<file path="config.mk">
export PLATFORM = sky130hd
export DESIGN_NAME = serial_parity_sequencer_flat
export DESIGN_NICKNAME = d
export VERILOG_FILES = /design/src/rtl/serial_parity_sequencer_if.sv /design/src/rtl/serial_parity_sequencer.sv /design/src/flat_wrapper.sv
export SDC_FILE = /design/constraint.sdc
export NUM_CORES = 1
export LEC_CHECK = 0
export CAP_MARGIN = 25
export CELL_PAD_IN_SITES_DETAIL_PLACEMENT = 1
export CELL_PAD_IN_SITES_GLOBAL_PLACEMENT = 1
export CORE_MARGIN = 1
export CORE_UTILIZATION = 43
export CTS_BUF_LIST = sky130_fd_sc_hd__clkbuf_4 sky130_fd_sc_hd__clkbuf_8
export DETAILED_ROUTE_END_ITERATION = 12
export PLACE_DENSITY_LB_ADDON = 0.05
export SYNTH_ARGS = -nofsm -noshare
export SYNTH_HDL_FRONTEND = slang
export SYNTH_SLANG_ARGS = --single-unit
</file>
<file path="constraint.sdc">
create_clock -name clk -period 2.9 [get_ports clk]
set_clock_uncertainty 0.05 [all_clocks]
set_input_delay 0.435 -clock clk [delete_from_list [all_inputs] [get_ports clk]]
set_output_delay 0.435 -clock clk [all_outputs]
set_load 0.01 [all_outputs]
</file>
<file path="src/rtl/serial_parity_sequencer_if.sv">
// Handshake bundle between a frame producer/consumer and the serial parity sequencer.
// master drives the request and data side, slave is the sequencer itself.
interface serial_parity_sequencer_if #(
    parameter int GW   = 3,
    parameter int CNTW = 8
) ();
    logic            start;
    logic [CNTW-1:0] n_groups;
    logic            din;
    logic            din_valid;
    logic            din_ready;
    logic [GW-1:0]   grp_out;
    logic            par_out;
    logic            out_valid;
    logic            out_ready;
    logic            grp_strobe;
    logic            busy;
    logic            done;

    modport master (
        output start, n_groups, din, din_valid, out_ready,
        input  din_ready, grp_out, par_out, out_valid, grp_strobe, busy, done
    );

    modport slave (
        input  start, n_groups, din, din_valid, out_ready,
        output din_ready, grp_out, par_out, out_valid, grp_strobe, busy, done
    );
endinterface

</file>
<file path="src/rtl/serial_parity_sequencer.sv">
// Collects a serial bit stream into GW-bit groups and emits {group, XOR parity} through a
// single-entry valid/ready output register, one frame of n_groups groups per accepted start.
module serial_parity_sequencer #(
    parameter int GW   = 3,
    parameter int CNTW = 8
) (
    input  logic                        clk,
    input  logic                        rst_n,
    serial_parity_sequencer_if.slave    bus
);
    localparam int BCW = $clog2(GW);
    localparam logic [BCW-1:0] LAST_BIT = BCW'(GW - 1);

    typedef enum logic [1:0] {
        S_IDLE  = 2'd0,
        S_RUN   = 2'd1,
        S_DRAIN = 2'd2,
        S_DONE  = 2'd3
    } state_t;

    state_t          r_state;
    state_t          w_state_nxt;
    logic [CNTW-1:0] r_n_groups;
    logic [CNTW-1:0] r_gcnt;
    logic [BCW-1:0]  r_bit_cnt;
    logic [GW-2:0]   r_shift;
    logic            r_acc;
    logic [GW-1:0]   r_grp_out;
    logic            r_par_out;
    logic            r_out_valid;
    logic            r_grp_strobe;
    logic            r_busy;
    logic            r_done;

    logic            w_din_ready;
    logic            w_bit_acc;
    logic            w_last_bit;
    logic            w_complete;
    logic            w_xfer;
    logic            w_start_acc;
    logic            w_last_grp;
    logic [GW-1:0]   w_shift_nxt;

    // Handshake qualifiers; only the group-completing bit stalls behind a pending output.
    always_comb begin
        w_last_bit  = (r_bit_cnt == LAST_BIT);
        w_xfer      = r_out_valid & bus.out_ready;
        w_din_ready = (r_state == S_RUN) & ~(r_out_valid & ~bus.out_ready & w_last_bit);
        w_bit_acc   = bus.din_valid & w_din_ready;
        w_complete  = w_bit_acc & w_last_bit;
        w_last_grp  = (r_gcnt == (r_n_groups - CNTW'(1)));
        w_start_acc = (r_state == S_IDLE) & bus.start;
        w_shift_nxt = {r_shift, bus.din};
    end

    // Frame sequencing next-state logic.
    always_comb begin
        w_state_nxt = r_state;
        case (r_state)
            S_IDLE: begin
                if (bus.start) begin
                    w_state_nxt = (bus.n_groups != {CNTW{1'b0}}) ? S_RUN : S_DONE;
                end else begin
                    w_state_nxt = S_IDLE;
                end
            end
            S_RUN: begin
                if (w_complete && w_last_grp) begin
                    w_state_nxt = S_DRAIN;
                end else begin
                    w_state_nxt = S_RUN;
                end
            end
            S_DRAIN: begin
                if (w_xfer) begin
                    w_state_nxt = S_DONE;
                end else begin
                    w_state_nxt = S_DRAIN;
                end
            end
            S_DONE:  w_state_nxt = S_IDLE;
            default: w_state_nxt = S_IDLE;
        endcase
    end

    // State register plus registered busy/done decoded from the next state.
    always_ff @(posedge clk or negedge rst_n) begin
        if (!rst_n) begin
            r_state <= S_IDLE;
            r_busy  <= 1'b0;
            r_done  <= 1'b0;
        end else begin
            r_state <= w_state_nxt;
            r_busy  <= (w_state_nxt == S_RUN) || (w_state_nxt == S_DRAIN);
            r_done  <= (w_state_nxt == S_DONE);
        end
    end

    // Bit collection, group counting and the single-entry output register.
    always_ff @(posedge clk or negedge rst_n) begin
        if (!rst_n) begin
            r_n_groups   <= {CNTW{1'b0}};
            r_gcnt       <= {CNTW{1'b0}};
            r_bit_cnt    <= {BCW{1'b0}};
            r_shift      <= {(GW-1){1'b0}};
            r_acc        <= 1'b0;
            r_grp_out    <= {GW{1'b0}};
            r_par_out    <= 1'b0;
            r_out_valid  <= 1'b0;
            r_grp_strobe <= 1'b0;
        end else begin
            r_grp_strobe <= w_complete;
            if (w_start_acc) begin
                r_n_groups <= bus.n_groups;
                r_gcnt     <= {CNTW{1'b0}};
                r_bit_cnt  <= {BCW{1'b0}};
                r_shift    <= {(GW-1){1'b0}};
                r_acc      <= 1'b0;
            end else if (w_complete) begin
                r_grp_out <= w_shift_nxt;
                r_par_out <= r_acc ^ bus.din;
                r_shift   <= w_shift_nxt[GW-2:0];
                r_bit_cnt <= {BCW{1'b0}};
                r_acc     <= 1'b0;
                r_gcnt    <= r_gcnt + CNTW'(1);
            end else if (w_bit_acc) begin
                r_shift   <= w_shift_nxt[GW-2:0];
                r_bit_cnt <= r_bit_cnt + BCW'(1);
                r_acc     <= r_acc ^ bus.din;
            end else begin
                r_bit_cnt <= r_bit_cnt;
            end
            // A load on the same edge as a transfer keeps valid high with the new group.
            if (w_complete) begin
                r_out_valid <= 1'b1;
            end else if (w_xfer) begin
                r_out_valid <= 1'b0;
            end else begin
                r_out_valid <= r_out_valid;
            end
        end
    end

    assign bus.din_ready  = w_din_ready;
    assign bus.grp_out    = r_grp_out;
    assign bus.par_out    = r_par_out;
    assign bus.out_valid  = r_out_valid;
    assign bus.grp_strobe = r_grp_strobe;
    assign bus.busy       = r_busy;
    assign bus.done       = r_done;
endmodule

</file>
<file path="src/flat_wrapper.sv">
// flat-port wrapper written by rule: the top's interface ports become plain ports
module serial_parity_sequencer_flat 
#(
    parameter int GW   = 3,
    parameter int CNTW = 8
)
  (clk, rst_n, bus_start, bus_n_groups, bus_din, bus_din_valid, bus_out_ready, bus_din_ready, bus_grp_out, bus_par_out, bus_out_valid, bus_grp_strobe, bus_busy, bus_done);
  serial_parity_sequencer_if #(.GW(GW), .CNTW(CNTW)) bus_i ();
  input  logic clk;
  input  logic rst_n;
  input wire logic [$bits(bus_i.start)-1:0] bus_start;
  input wire logic [$bits(bus_i.n_groups)-1:0] bus_n_groups;
  input wire logic [$bits(bus_i.din)-1:0] bus_din;
  input wire logic [$bits(bus_i.din_valid)-1:0] bus_din_valid;
  input wire logic [$bits(bus_i.out_ready)-1:0] bus_out_ready;
  output wire logic [$bits(bus_i.din_ready)-1:0] bus_din_ready;
  output wire logic [$bits(bus_i.grp_out)-1:0] bus_grp_out;
  output wire logic [$bits(bus_i.par_out)-1:0] bus_par_out;
  output wire logic [$bits(bus_i.out_valid)-1:0] bus_out_valid;
  output wire logic [$bits(bus_i.grp_strobe)-1:0] bus_grp_strobe;
  output wire logic [$bits(bus_i.busy)-1:0] bus_busy;
  output wire logic [$bits(bus_i.done)-1:0] bus_done;
  assign bus_i.start = bus_start;
  assign bus_i.n_groups = bus_n_groups;
  assign bus_i.din = bus_din;
  assign bus_i.din_valid = bus_din_valid;
  assign bus_i.out_ready = bus_out_ready;
  assign bus_din_ready = bus_i.din_ready;
  assign bus_grp_out = bus_i.grp_out;
  assign bus_par_out = bus_i.par_out;
  assign bus_out_valid = bus_i.out_valid;
  assign bus_grp_strobe = bus_i.grp_strobe;
  assign bus_busy = bus_i.busy;
  assign bus_done = bus_i.done;
  serial_parity_sequencer #(.GW(GW), .CNTW(CNTW)) u_core (.clk(clk), .rst_n(rst_n), .bus(bus_i));
endmodule
</file>
==> reports/metrics.csv, run 1 <==
metric,value,unit
critPathKind,flop to flop,
grt_pass1_vias,1395,
gp_congestion,0.8648,
fmax,415.7,MHz
initial_core_util,46.50,%
synth-seq-area-share,48.10,%
postCtsSetupBuffers,0,
syn_nets,190,
crit_path_end_kind,flop,
grt_max_degree,32,
die_w,63.24,um
design_area,1971,um2
rows,21,
synthArstFlopShare,100.0,%
drc_errors,0,
dp_hpwl,2795,um
cts_max_path_buffers,2,
worstHoldPathType,flop to flop,
place_area,1883,um2
setup_viol,0,
area_growth,22.19,%
required,3.01,ns
synth_area,1613,um2
layout-drive-gt1-share,8.081,%
numClockSinks,31,
tightest_slew,0.5687,ns
final-seq-area,775.7,um2
ctsResizeCount,0,
clk_pin_slew,0.06,ns
antenna_found_initial,0,
synth.area.top_cells,"dfrtp_1 48%, nand2_1 8.6%, nand3_1 4.3%",
synth_cell_types,39,
grt.overflow.total,0,
hold_buffers,0,
worst_slew_margin_rel,61.99,%
rsz0062_at_grt,no,
leakagePower,0.8756,nW
multi_input_area,787.0,um2
portBuffers,22,
cts_max_level,2,
synth_top_area_cell,dfrtp_1,
cap_violations,0,
timing.hold.ws,0.4425,ns
synth_top_area_share,48.10,%
fillers,411,
ir_drop,0.0004631,V
routedWlPerCell,15.60,um
syn_area_per_cell,9.323,um2
die_area,3999,um2
reg2reg_depth,8,
final_max_slew_viol_count,0,
worstSetupStartpointType,flop,
finalWirelength,3807,um
pre_cts_ws,0.4263,ns
hold_viol,0,
ant_nets,0,
die_h,63.24,um
ys_top_cells_by_count,"37 x nand2_1, 31 x dfrtp_1, 14 x nand3_1, 14 x nor2_1, 10 x o21ai_0",
setup_tns,0,ns
synth_edf_count,0,
min_path_cells,2,
vias,1300,
via_per_inst,5.328,
ys_ff_latch,31,
fin_crit_sh,82.96,%
period_needed,2.406,ns
synth_warnings,0,
root_buffer,clkbuf_8,
synth_most_common_cell,nand2_1,
numCtsBuffers,5,
drt_first_iter_violations,84,
cp.arrival,2.52,ns
p_per_area,873.5,nW/um2
antenna_cells,0,
crit_fanout,8,
ios,23,
synth_ff_type,dfrtp_1,
layout.nets,215,
drt_pass1_iterations,4,
outcome,finished clean,
grt_pass1_wl,6748,um
fin_ws,0.4942,ns
cts_tree,done,
synthCells,173,
core,3468,um2
clk_latency,0.28,ns
track_usage,22.04,%
-- routing by layer --
layer | share of wire (%) | vias up | track usage (%)
met4 | 1.2 | 0 | 5.966
met3 | 2.6 | 5 | 4.891
met1 | 48 | 639 | 29.33
li1 | - | 638 | -
met5 | 0 | - | 0
met2 | 49 | 18 | 36.02
-- critical path: stages (launching register included) --
cell and delay [ns]:
dfrtp_1 0.44, inv_1 0.09, ha_1 0.32, o21bai_1 0.23
a211oi_1 0.30, o21ai_1 0.12, a211oi_2 0.30, a311o_1 0.20
ha_1 0.23
-- kinds of logic after synthesis --
family / Yosys count / synth area share (%)
AND/OR/NAND/NOR: 84 / 25.91
flip-flops: 31 / 48.10
AO/OA/AOI/OAI: 27 / 11.79
XOR/XNOR: 15 / 8.146
buffers and inverters: 12 / 3.102
adder cells (fa/ha/maj): 3 / 2.328
multiplexers: 1 / 0.6207
-- flip-flops by register name, summed over array words and instances, names as in the netlist --
| register | count |
|---|---|
| u_core.r_state | 2 |
| u_core.bus.grp_strobe | 1 |
| u_core.r_shift | 2 |
| u_core.bus.out_valid | 1 |
| u_core.r_gcnt | 8 |
| u_core.r_n_groups | 8 |
| u_core.bus.done | 1 |
| u_core.bus.par_out | 1 |
| u_core.r_acc | 1 |
| u_core.bus.busy | 1 |
| u_core.bus.grp_out | 3 |
| u_core.r_bit_cnt | 2 |
-- path summary, 6_finish.rpt --
path	start	endpoint	slack, ns
max	u_core.r_n_groups[0]$_DFFE_PN0P_	u_core.bus.busy$_DFF_PN0_	0.49
min	u_core.bus.grp_out[0]$_DFFE_PN0P_	u_core.bus.grp_out[0]$_DFFE_PN0P_	0.44
max reg2reg	u_core.r_n_groups[0]$_DFFE_PN0P_	u_core.bus.busy$_DFF_PN0_	0.49
min reg2reg	u_core.bus.grp_out[0]$_DFFE_PN0P_	u_core.bus.grp_out[0]$_DFFE_PN0P_	0.44
max in group asynchronous	rst_n	u_core.r_n_groups[3]$_DFFE_PN0P_	2.00
min in group asynchronous	rst_n	u_core.r_gcnt[4]$_DFFE_PN0P_	0.51
-- area by class of cell --
cell class | instances | share of cell area [%]
multi-input combinational | 130 | 39.94
inverter | 5 | 1.016
tap | 46 | 2.921
clock buffer | 6 | 4.190
timing repair buffer | 25 | 12.32
sequential | 31 | 39.37
clock inverter | 1 | 0.2540
-- per-stage QoR --
| stage | std cells | total power, W | utilization [%] |
|---|---|---|---|
| after floorplan | 173 | 0.001149 | - |
| after global placement | 237 | 0.001353 | 54.29 |
| after detailed placement | 237 | 0.001392 | 54.29 |
| after CTS | 244 | 0.001738 | 56.82 |
| after global routing | 244 | 0.001859 | 56.82 |
| final | 244 | 0.001721 | 56.82 |
-- cells in the final DEF (no fill, tap or decap), drive strengths merged, types with 2 or more instances in the layout --
master / count
xor2: 7
nand2: 37
ha: 3
nand3: 14
a41oi: 2
xnor2: 8
clkinv: 2
a31oi: 2
and3: 2
nor4: 3
nor2: 14
a21oi: 2
inv: 4
o21ai: 11
buf: 3
a211oi: 2
clkdlybuf4s50: 22
nand4: 2
nor3: 4
clkbuf: 6
o31ai: 2
nand2b: 3
nor2b: 2
dfrtp: 31
-- power by group --
part | switching, W | internal, W
logic | 0.000319 | 0.000315
registers | 0.000180 | 0.000570
clock network | 0.000152 | 0.000186
total | 0.000651 | 0.00107
(Power assumes the default switching activity.)
==> inputs of run 2 (changes only) <==
--- a/config.mk
+++ b/config.mk
@@ -9,7 +9,7 @@
 export CELL_PAD_IN_SITES_DETAIL_PLACEMENT = 1
 export CELL_PAD_IN_SITES_GLOBAL_PLACEMENT = 1
 export CORE_MARGIN = 1
-export CORE_UTILIZATION = 43
+export CORE_UTILIZATION = 39
 export CTS_BUF_LIST = sky130_fd_sc_hd__clkbuf_4 sky130_fd_sc_hd__clkbuf_8
 export DETAILED_ROUTE_END_ITERATION = 12
 export PLACE_DENSITY_LB_ADDON = 0.05
==> constraint.sdc (replaced) <==
create_clock -name clk -period 2.2 [get_ports clk]
set_clock_uncertainty 0.05 [all_clocks]
set_input_delay 0.33 -clock clk [delete_from_list [all_inputs] [get_ports clk]]
set_output_delay 0.33 -clock clk [all_outputs]
set_load 0.01 [all_outputs]
==> run 2 against run 1 <==
Effect of this change: design area rose by 4.6%; sequential share of layout area decreased by 1.7 points; via count is 3.2% higher; total power is 45% higher; wire length increased by 5.6%; die area increased by 9.9%; critical path depth did not move; largest cell class unchanged; critical endpoint unchanged; cell count up 4.1%; maximum frequency grew 14%; utilization down 4.9 points; worst hold slack got worse by 0.049 ns.
==> reports/metrics.csv, run 2 (synthesis gave the netlist of run 1 again) <==
metric,value,unit
outcome,finished clean,
fmax,472.6,MHz
cp.arrival,2.23,ns
drt_first_iter_violations,24,
cts_tree,done,
cpMaxStageDelayCell,dfrtp_1,
numClockSinks,31,
worstHoldPathType,primary input to async pin,
grt.overflow.total,0,
worstSetupStartpointType,flop,
root_buffer,clkbuf_8,
timing.hold.ws,0.3936,ns
grt_max_degree,32,
period_needed,2.116,ns
cap_violations,0,
dp_hpwl,2909,um
critPathKind,flop to flop,
finalWirelength,4021,um
leakagePower,0.9144,nW
layout_commonest_cell,nand2_1,
cts_max_level,2,
path_buf_inv,1,
final_max_slew_viol_count,0,
antenna_cells,0,
pre_cts_ws,-0.05394,ns
reg2reg_depth,8,
crit_chain,inv_1 -> ha_4 -> xnor2_1 -> nor2_1 -> o2111ai_2 -> a211oi_2 -> a311o_1 -> ha_1,
reg2reg_from,u_core.r_n_groups[0]$_DFFE_PN0P_,
cts_max_path_buffers,2,
rsz0062_at_grt,no,
ir_drop,0.0004597,V
crit_start,u_core.r_n_groups[0]$_DFFE_PN0P_,
die_w,66.31,um
drt_pass1_iterations,4,
die_h,66.31,um
rows,23,
routedWlPerCell,15.83,um
critical-path-top-delay-family,compound AO/OA/AOI/OAI gates,
grt_pass1_wl,6768,um
fillers,456,
die_area,4396,um2
hold_buffers,0,
fin_ws,0.08386,ns
area_growth,27.85,%
setup_viol,0,
vias,1341,
crit_cells,8,
worst_slew_margin_rel,58.00,%
core,3971,um2
track_usage,21.27,%
gp_congestion,0.7835,
numCtsBuffers,5,
p_per_area,1214,nW/um2
antenna_found_initial,0,
initial_core_util,40.61,%
ios,23,
drc_errors,0,
via_per_inst,5.280,
hold_viol,0,
grt_pass1_vias,1443,
layout-drive-gt1-share,12.25,%
crit_path_end_kind,flop,
crit_fanout,3,
final_cell_mix,"37 x nand2_1, 30 x dfrtp_1, 22 x clkdlybuf4s50_1",
clk_pin_slew,0.06,ns
ant_nets,0,
cp_slowest_stage_delay,0.38,ns
fin_crit_sh,96.19,%
layout.nets,220,
tightest_slew,0.6285,ns
required,2.32,ns
portBuffers,22,
clk_latency,0.28,ns
[run 2: cell types whose count changed in the layout (fill, tap and decap cells not counted)]
cell / change
a211oi_1: -1
a211oi_2: +1
buf_4: +5
bufinv_16: +1
dfrtp_1: -1
dfrtp_2: +1
ha_1: -1
ha_4: +1
[run 2: what timing repair did]
action,4_1_cts,5_1_grt
resized for setup,1,3
gates cloned,0,0
buffers inserted,0,1
pin swaps,0,2
endpoints found under the setup margin,1,2
[run 2: worst register-to-register path, cell delays in order (launching register included)]
cell and delay [ns]:
dfrtp_1 0.38, inv_1 0.12, ha_4 0.22, xnor2_1 0.11, nor2_1 0.21, o2111ai_2 0.16, a211oi_2 0.33, a311o_1 0.19
ha_1 0.24
[run 2: final timing paths]
kind	to	slack (ns)
min in group clk	u_core.bus.grp_out[0]$_DFFE_PN0P_	0.42
max in group asynchronous	u_core.r_n_groups[2]$_DFFE_PN0P_	1.39
worst max register to register	u_core.bus.busy$_DFF_PN0_	0.08
worst min-delay path	u_core.r_n_groups[1]$_DFFE_PN0P_	0.39
worst min register to register	u_core.bus.grp_out[0]$_DFFE_PN0P_	0.42
worst max-delay path	u_core.bus.busy$_DFF_PN0_	0.08
[run 2: cell type report]
class                      count  area [um2]  area share [%]
timing repair buffer          30       280.3           13.59
sequential                    31       777.0           37.68
tap                           50       62.56           3.034
inverter                       5       20.02          0.9709
clock inverter                 2       35.03           1.699
multi-input combinational    130       804.5           39.02
clock buffer                   6       82.58           4.005
[run 2: routing by layer]
layer	GRT usage, %	wire, um
met3	4.655	92
met4	7.979	65
met1	26.91	1908
met5	0	0
met2	35.20	1954
[run 2: where the power goes]
part	switching, W	internal [W]	leakage, nW	total (W)
registers	0.000223	0.000752	0.391	0.000975
clock network	0.000215	0.000366	0.0612	0.000581
logic	0.000474	0.000473	0.462	0.000947
total	0.000912	0.00159	0.914	0.00250
[run 2: per-stage QoR]
stage               power, W  utilization (%)  setup TNS, ns  instance area, um2  cells
global placement    0.001836            48.30              0                1918    245
detailed placement  0.001889            48.30       -0.05394                1918    245
floorplan           0.001514                -              0                1613    173
global route        0.002665            51.92              0                2062    254
finish              0.002504            51.92              0                2062    254
CTS                 0.002492            51.32              0                2038    253
